$ cat src/rtl/seg7_scan_drv.sv
// seg7_scan_drv: multiplexed 7-segment display driver.
//
// A prescaler issues one SCAN_CE pulse per digit slot. SCAN_CE advances an
// external circulating-zero ring counter whose state comes back on DIG_SEL.
// The driver decodes the selected digit from shadow registers. The shadow
// registers are only refreshed at a frame boundary, so a digit never tears
// mid-frame.
//
// Ports:
//   CLK, CLR    clock, synchronous active-high reset
//   SCAN_CE     one-cycle digit-advance pulse (CE of the ring counter)
//   DIG_SEL     active-low one-hot digit select from the ring counter
//   BCD         4 bits per digit, digit i at BCD[4i+3:4i]
//   DP          decimal-point request per digit (active-high)
//   BLINK_MASK  digits that blink (active-high)
//   LZ_EN       leading-zero suppression enable
//   UPD         request to load BCD/DP/BLINK_MASK/LZ_EN at the next frame end
//   UPD_ACK     one-cycle pulse after the shadow load
//   AN          anode drive, active-low
//   SEG         segments {g,f,e,d,c,b,a}, active-low
//   SEG_DP      decimal point, active-low
module seg7_scan_drv #(
  parameter int DIGITS       = 4,
  parameter int PRESCALE     = 50000,
  parameter int BLANK_CYCLES = 16,
  parameter int BLINK_FRAMES = 64
) (
  input  logic                CLK,
  input  logic                CLR,
  output logic                SCAN_CE,
  input  logic [DIGITS-1:0]   DIG_SEL,
  input  logic [4*DIGITS-1:0] BCD,
  input  logic [DIGITS-1:0]   DP,
  input  logic [DIGITS-1:0]   BLINK_MASK,
  input  logic                LZ_EN,
  input  logic                UPD,
  output logic                UPD_ACK,
  output logic [DIGITS-1:0]   AN,
  output logic [6:0]          SEG,
  output logic                SEG_DP
);

  localparam int PW = (PRESCALE > 1) ? $clog2(PRESCALE) : 1;
  localparam int DW = (BLANK_CYCLES > 0) ? $clog2(BLANK_CYCLES + 1) : 1;
  localparam int FW = (BLINK_FRAMES > 1) ? $clog2(BLINK_FRAMES) : 1;
  localparam int IW = $clog2(DIGITS);

  logic [PW-1:0]       presc_reg, presc_next;
  logic                scan_ce_reg, scan_ce_next;
  logic [DW-1:0]       dead_reg, dead_next;
  logic [FW-1:0]       frame_reg;
  logic                phase_reg;
  logic                pend_reg;
  logic                ack_reg;
  logic [4*DIGITS-1:0] bcd_sh_reg;
  logic [DIGITS-1:0]   dp_sh_reg, blink_sh_reg;
  logic                lz_sh_reg;
  logic [DIGITS-1:0]   an_reg, an_next;
  logic [6:0]          seg_reg, seg_next;
  logic                seg_dp_reg, seg_dp_next;

  logic                frame_end, load;
  logic [DIGITS-1:0]   sel_low;
  logic                sel_valid;
  logic [IW-1:0]       sel_idx;
  logic [3:0]          code [DIGITS];
  logic [DIGITS-1:0]   blink_vec, blank_vec;
  logic                zero_run;
  logic [3:0]          cur_code;
  logic                cur_blank, cur_dp;

  function automatic logic [6:0] seg_decode(input logic [3:0] c);
    case (c)
      4'd0:    seg_decode = 7'b1000000;
      4'd1:    seg_decode = 7'b1111001;
      4'd2:    seg_decode = 7'b0100100;
      4'd3:    seg_decode = 7'b0110000;
      4'd4:    seg_decode = 7'b0011001;
      4'd5:    seg_decode = 7'b0010010;
      4'd6:    seg_decode = 7'b0000010;
      4'd7:    seg_decode = 7'b1111000;
      4'd8:    seg_decode = 7'b0000000;
      4'd9:    seg_decode = 7'b0010000;
      default: seg_decode = 7'b0111111;  // non-BCD codes show a dash
    endcase
  endfunction

  // Timing: SCAN_CE is registered off presc_next so that it is high in the
  // same cycle the count sits at PRESCALE-1.
  always_comb begin
    presc_next   = (presc_reg == PW'(PRESCALE - 1)) ? '0 : presc_reg + PW'(1);
    scan_ce_next = (presc_next == PW'(PRESCALE - 1));
    if (scan_ce_reg)
      dead_next = DW'(BLANK_CYCLES);
    else if (dead_reg != '0)
      dead_next = dead_reg - DW'(1);
    else
      dead_next = '0;
    frame_end = scan_ce_reg && !DIG_SEL[DIGITS-1];
    load      = frame_end && pend_reg;
  end

  // Digit select: valid only when exactly one bit of DIG_SEL is low.
  always_comb begin
    sel_low   = ~DIG_SEL;
    sel_valid = (sel_low != '0) && ((sel_low & (sel_low - DIGITS'(1))) == '0);
    sel_idx   = '0;
    for (int i = 0; i < DIGITS; i++)
      if (sel_low[i]) sel_idx = IW'(i);
  end

  for (genvar gi = 0; gi < DIGITS; gi++) begin : g_digit
    assign code[gi]      = bcd_sh_reg[4*gi +: 4];
    assign blink_vec[gi] = phase_reg && blink_sh_reg[gi];
  end

  // Leading-zero run is scanned from the most significant digit downwards;
  // digit 0 always stays visible so a zero value still shows "0".
  always_comb begin
    zero_run  = 1'b1;
    blank_vec = blink_vec;
    for (int i = DIGITS - 1; i > 0; i--) begin
      zero_run = zero_run && (code[i] == 4'd0);
      if (lz_sh_reg && zero_run) blank_vec[i] = 1'b1;
    end
  end

  always_comb begin
    cur_code  = code[sel_idx];
    cur_blank = blank_vec[sel_idx];
    cur_dp    = dp_sh_reg[sel_idx];
    // Anodes go dark while the dead-time counter is (about to be) nonzero so
    // the previous digit's segments never ghost onto the new anode.
    an_next   = (!sel_valid || dead_next != '0) ? '1 : DIG_SEL;
    if (!sel_valid || cur_blank) begin
      seg_next    = 7'h7F;
      seg_dp_next = 1'b1;
    end else begin
      seg_next    = seg_decode(cur_code);
      seg_dp_next = ~cur_dp;
    end
  end

  always_ff @(posedge CLK) begin
    if (CLR) begin
      presc_reg    <= '0;
      scan_ce_reg  <= 1'b0;
      dead_reg     <= '0;
      frame_reg    <= '0;
      phase_reg    <= 1'b0;
      pend_reg     <= 1'b0;
      ack_reg      <= 1'b0;
      bcd_sh_reg   <= '0;
      dp_sh_reg    <= '0;
      blink_sh_reg <= '0;
      lz_sh_reg    <= 1'b0;
      an_reg       <= '1;
      seg_reg      <= 7'h7F;
      seg_dp_reg   <= 1'b1;
    end else begin
      presc_reg   <= presc_next;
      scan_ce_reg <= scan_ce_next;
      dead_reg    <= dead_next;
      ack_reg     <= load;
      if (frame_end) begin
        if (frame_reg == FW'(BLINK_FRAMES - 1)) begin
          frame_reg <= '0;
          phase_reg <= ~phase_reg;
        end else begin
          frame_reg <= frame_reg + FW'(1);
        end
      end
      // A request arriving in the load cycle itself re-arms the flag.
      if (load) begin
        bcd_sh_reg   <= BCD;
        dp_sh_reg    <= DP;
        blink_sh_reg <= BLINK_MASK;
        lz_sh_reg    <= LZ_EN;
        pend_reg     <= UPD;
      end else if (UPD) begin
        pend_reg <= 1'b1;
      end
      an_reg     <= an_next;
      seg_reg    <= seg_next;
      seg_dp_reg <= seg_dp_next;
    end
  end

  assign SCAN_CE = scan_ce_reg;
  assign UPD_ACK = ack_reg;
  assign AN      = an_reg;
  assign SEG     = seg_reg;
  assign SEG_DP  = seg_dp_reg;

endmodule

$ cat config.mk
export PLATFORM = sky130hd
export DESIGN_NAME = seg7_scan_drv
export DESIGN_NICKNAME = d
export VERILOG_FILES = /design/src/rtl/seg7_scan_drv.sv
export SDC_FILE = /design/constraint.sdc
export NUM_CORES = 1
export LEC_CHECK = 0
export ABC_AREA = 1
export BUFFER_PORTS_ARGS = -buffer_cell sky130_fd_sc_hd__clkbuf_2
export CAP_MARGIN = 20
export CORE_MARGIN = 2
export CORE_UTILIZATION = 50
export CTS_CLUSTER_DIAMETER = 60
export DETAILED_ROUTE_END_ITERATION = 10
export PLACE_DENSITY = 0.8
export SYNTH_ARGS = -nofsm -noshare
export SYNTH_HDL_FRONTEND = slang
export SYNTH_SLANG_ARGS = --single-unit
$ cat constraint.sdc
create_clock -name CLK -period 3.4 [get_ports CLK]
set_clock_uncertainty 0.05 [all_clocks]
set_input_delay 0.17 -clock CLK [delete_from_list [all_inputs] [get_ports CLK]]
set_output_delay 0.17 -clock CLK [all_outputs]
set_load 0.1 [all_outputs]
==> metrics.md <==
| Metric | Value |
|---|---|
| Status | `complete, no violations` |
| Rows | `29` |
| Chip height | `84.46 um` |
| M3 GR Usage | `4.228%` |
| Post-synth EDFFs | `0` |
| Placed cell area | `3507 um2` |
| Met2 Track Usage GR | `34.42%` |
| Drc violations | `0` |
| Top FF cell, synth | `dfxtp_1` |
| Via density | `5.292` |
| Synth warn | `0` |
| Reg2reg setup slack | `1.56 ns` |
| DRT iter0 DRCs | `194` |
| Syn_area_per_cell | `7.225 um2` |
| Hold Path Class | `in -> reg` |
| Dpl cells | `558` |
| Core Region | `6314 um2` |
| Synth async-reset ratio | `0%` |
| Layout area overhead | `16.78%` |
| Largest net degree at the start of global routing | `39` |
| # port buffers | `45` |
| Chip width | `84.46 um` |
| 1st-pass router iterations | `5` |
| Actual slew at the worst max-slew pin | `0.7446 ns` |
| Setup TNS | `0 ns` |
| Synth cell types | `37` |
| RSZ-0062 raised after global routing | `false` |
| Clk buf depth | `2` |
| Root buffer cell | `clkbuf_8` |
| CP Launch Type | `flip-flop` |
| CTS H-tree lvls | `3` |
| Post-DP HPWL | `5384 um` |
| Clock slew at reported path FFs | `0.07 ns` |
| Postcts setup bufs | `0` |
| Critical path data required time | `3.56 ns` |
| Antenna violations before repair | `0` |
| Final Hold Fails | `0` |
| WS Path Type | `reg -> reg` |
| Sequential element share of the synthesized area | `42.06%` |
| Crit share post-route | `54.11%` |
| Commonest cells in the netlist | `nand2_1, dfxtp_1, nor2_1` |
| RR Startpoint | `pend_reg` |
| Crit end category | `flip-flop` |
| Global route overflow | `0` |
| Layout Cells excl Fill | `576` |
| Highest ir drop seen on vdd | `359.8 uV` |
| CTS tree | `yes` |
| Synth top area share | `42.06%` |
| # diodes | `0` |
| Final ANT Viol Nets | `0` |
| Fmax achieved | `0.5436 GHz` |
| Via count | `3048` |
| First-pass GRT wire length | `12260 um` |
| Worst rel slew slack | `50.36%` |
| Critical path arrival | `2.00 ns` |
| Tot GR Track Use | `21.31%` |
| Area leader, netlist | `dfxtp_1` |
| Met1 usage | `28.19%` |
| Min Hold Slack | `0.03186 ns` |
| Period minus WS final | `1.840 ns` |
| Power density cells | `533.5 nW/um2` |
| Clock Latency Late Sink | `0.34 ns` |
| Fin area | `3780 um2` |
| Number of max-cap violations | `0` |
| CTS Sinks | `68` |
| Crit. Startpoint | `pend_reg` |
| Slew Limit Fails | `0` |
| Wire length per cell | `12.51 um` |
| CTS Buf Count | `9` |
| Fin nets | `535` |
| Post-Syn Instances | `448` |
| Die area | `7133 um2` |
| Count of cells along the worst register-to-register path | `4` |
| Gpl congestion | `0.9199` |
| Busiest layer in global routing | `met2` |
| Worst reg2reg endpoint | `dp_sh_reg[2]` |
| Vias in the first global route | `2755` |
| Finished Core Util | `59.87%` |
| Worst-path fanout max | `21` |
| Initial Utilization | `51.27%` |
| Leak pwr | `0.001554 uW` |
| CP endpoint | `dp_sh_reg[2]` |
| Share of cells above drive strength 1 | `17.23%` |
| Count leader, synth | `nand2_1` |
| DRT Wirelength | `7207 um` |
| Final setup violation count | `0` |
| Netlist Area Pre-Place | `3237 um2` |
| I/O pin count | `46` |
| Largest cells by area after synthesis | `dfxtp_1, nand2_1, nand3_1` |
| FF+latch count, synth | `68` |
| Syn_nets | `488` |
## worst max-delay path, cell delays in order (launching register included)
cell	delay [ns]
dfxtp_1	0.61
nand2_1	0.47
buf_8	0.31
o21ai_0	0.19
a21oi_1	0.07
## repair_timing
action / in CTS / in global routing
hold buffers: 2 / 0
resized for setup: 0 / 0
hold endpoints to repair: 2 / 0
## routing by layer
layer  vias up  part of all wire, %  wire length (um)
met2        88                   47              3384
met3         9                  5.6               403
li1       1565                    -                 -
met1      1386                   46              3310
met5         -                    0                 0
met4         0                  1.5               108
## logic make-up after synthesis
logic type	Yosys count	share of synthesized area (%)
xor+xnor	6	1.623
buf+inv	66	7.847
simple gates	228	31.77
fa+ha+maj	8	3.093
flops	68	42.06
compound gates	72	13.61
## how the worst min path moves through the flow
stage	start	to	slack, ns	cells after the start
floorplan	DIG_SEL[0]	AN[0]	0.22	2
global placement	UPD	pend_reg	0.34	3
detailed placement	UPD	pend_reg	0.34	3
CTS	BCD[3]	bcd_sh_reg[3]	0.02	3
global route	BCD[2]	bcd_sh_reg[2]	0.03	3
finish	BCD[2]	bcd_sh_reg[2]	0.03	3
## cells in the final DEF, fill, tap and decap left out, drive strengths merged
cell	n
nand4	11
nor2	58
o22ai	2
xor2	4
and3	1
ha	8
o211ai	4
clkinvlp	2
nand3b	2
clkbuf	54
nand3	47
a221oi	1
nor3b	1
inv	54
a21oi	37
clkinv	1
nor4	1
nor3	11
buf	1
dlygate4sd3	2
nand2	93
dfxtp	68
xnor2	2
o41ai	1
o21ai	27
or2	3
bufinv	3
## where the power goes
| part | internal, uW | total [uW] | switching (uW) |
|---|---|---|---|
| combinational | 120 | 365 | 245 |
| sequential | 835 | 858 | 23.1 |
| clock | 484 | 794 | 310 |
| total | 1440 | 2020 | 578 |
## metrics by stage
step	total power, uW	setup WS (ns)
2_1_floorplan	1167	1.147
3_3_place_gp	1233	1.456
3_5_place_dp	1239	1.366
4_1_cts	2032	1.299
5_1_grt	2114	1.370
6_report	2017	1.560
## layout make-up
type,count,area [um2]
Multi-Input combinational cell,314,1622
Clock inverter,6,113.9
Inverter,54,202.7
Clock buffer,9,123.9
Sequential cell,68,1361
Fill cell,600,2534
Timing Repair Buffer,48,260.3
Tap cell,77,96.34
Note: power is estimated with default switching activity, not from simulation.
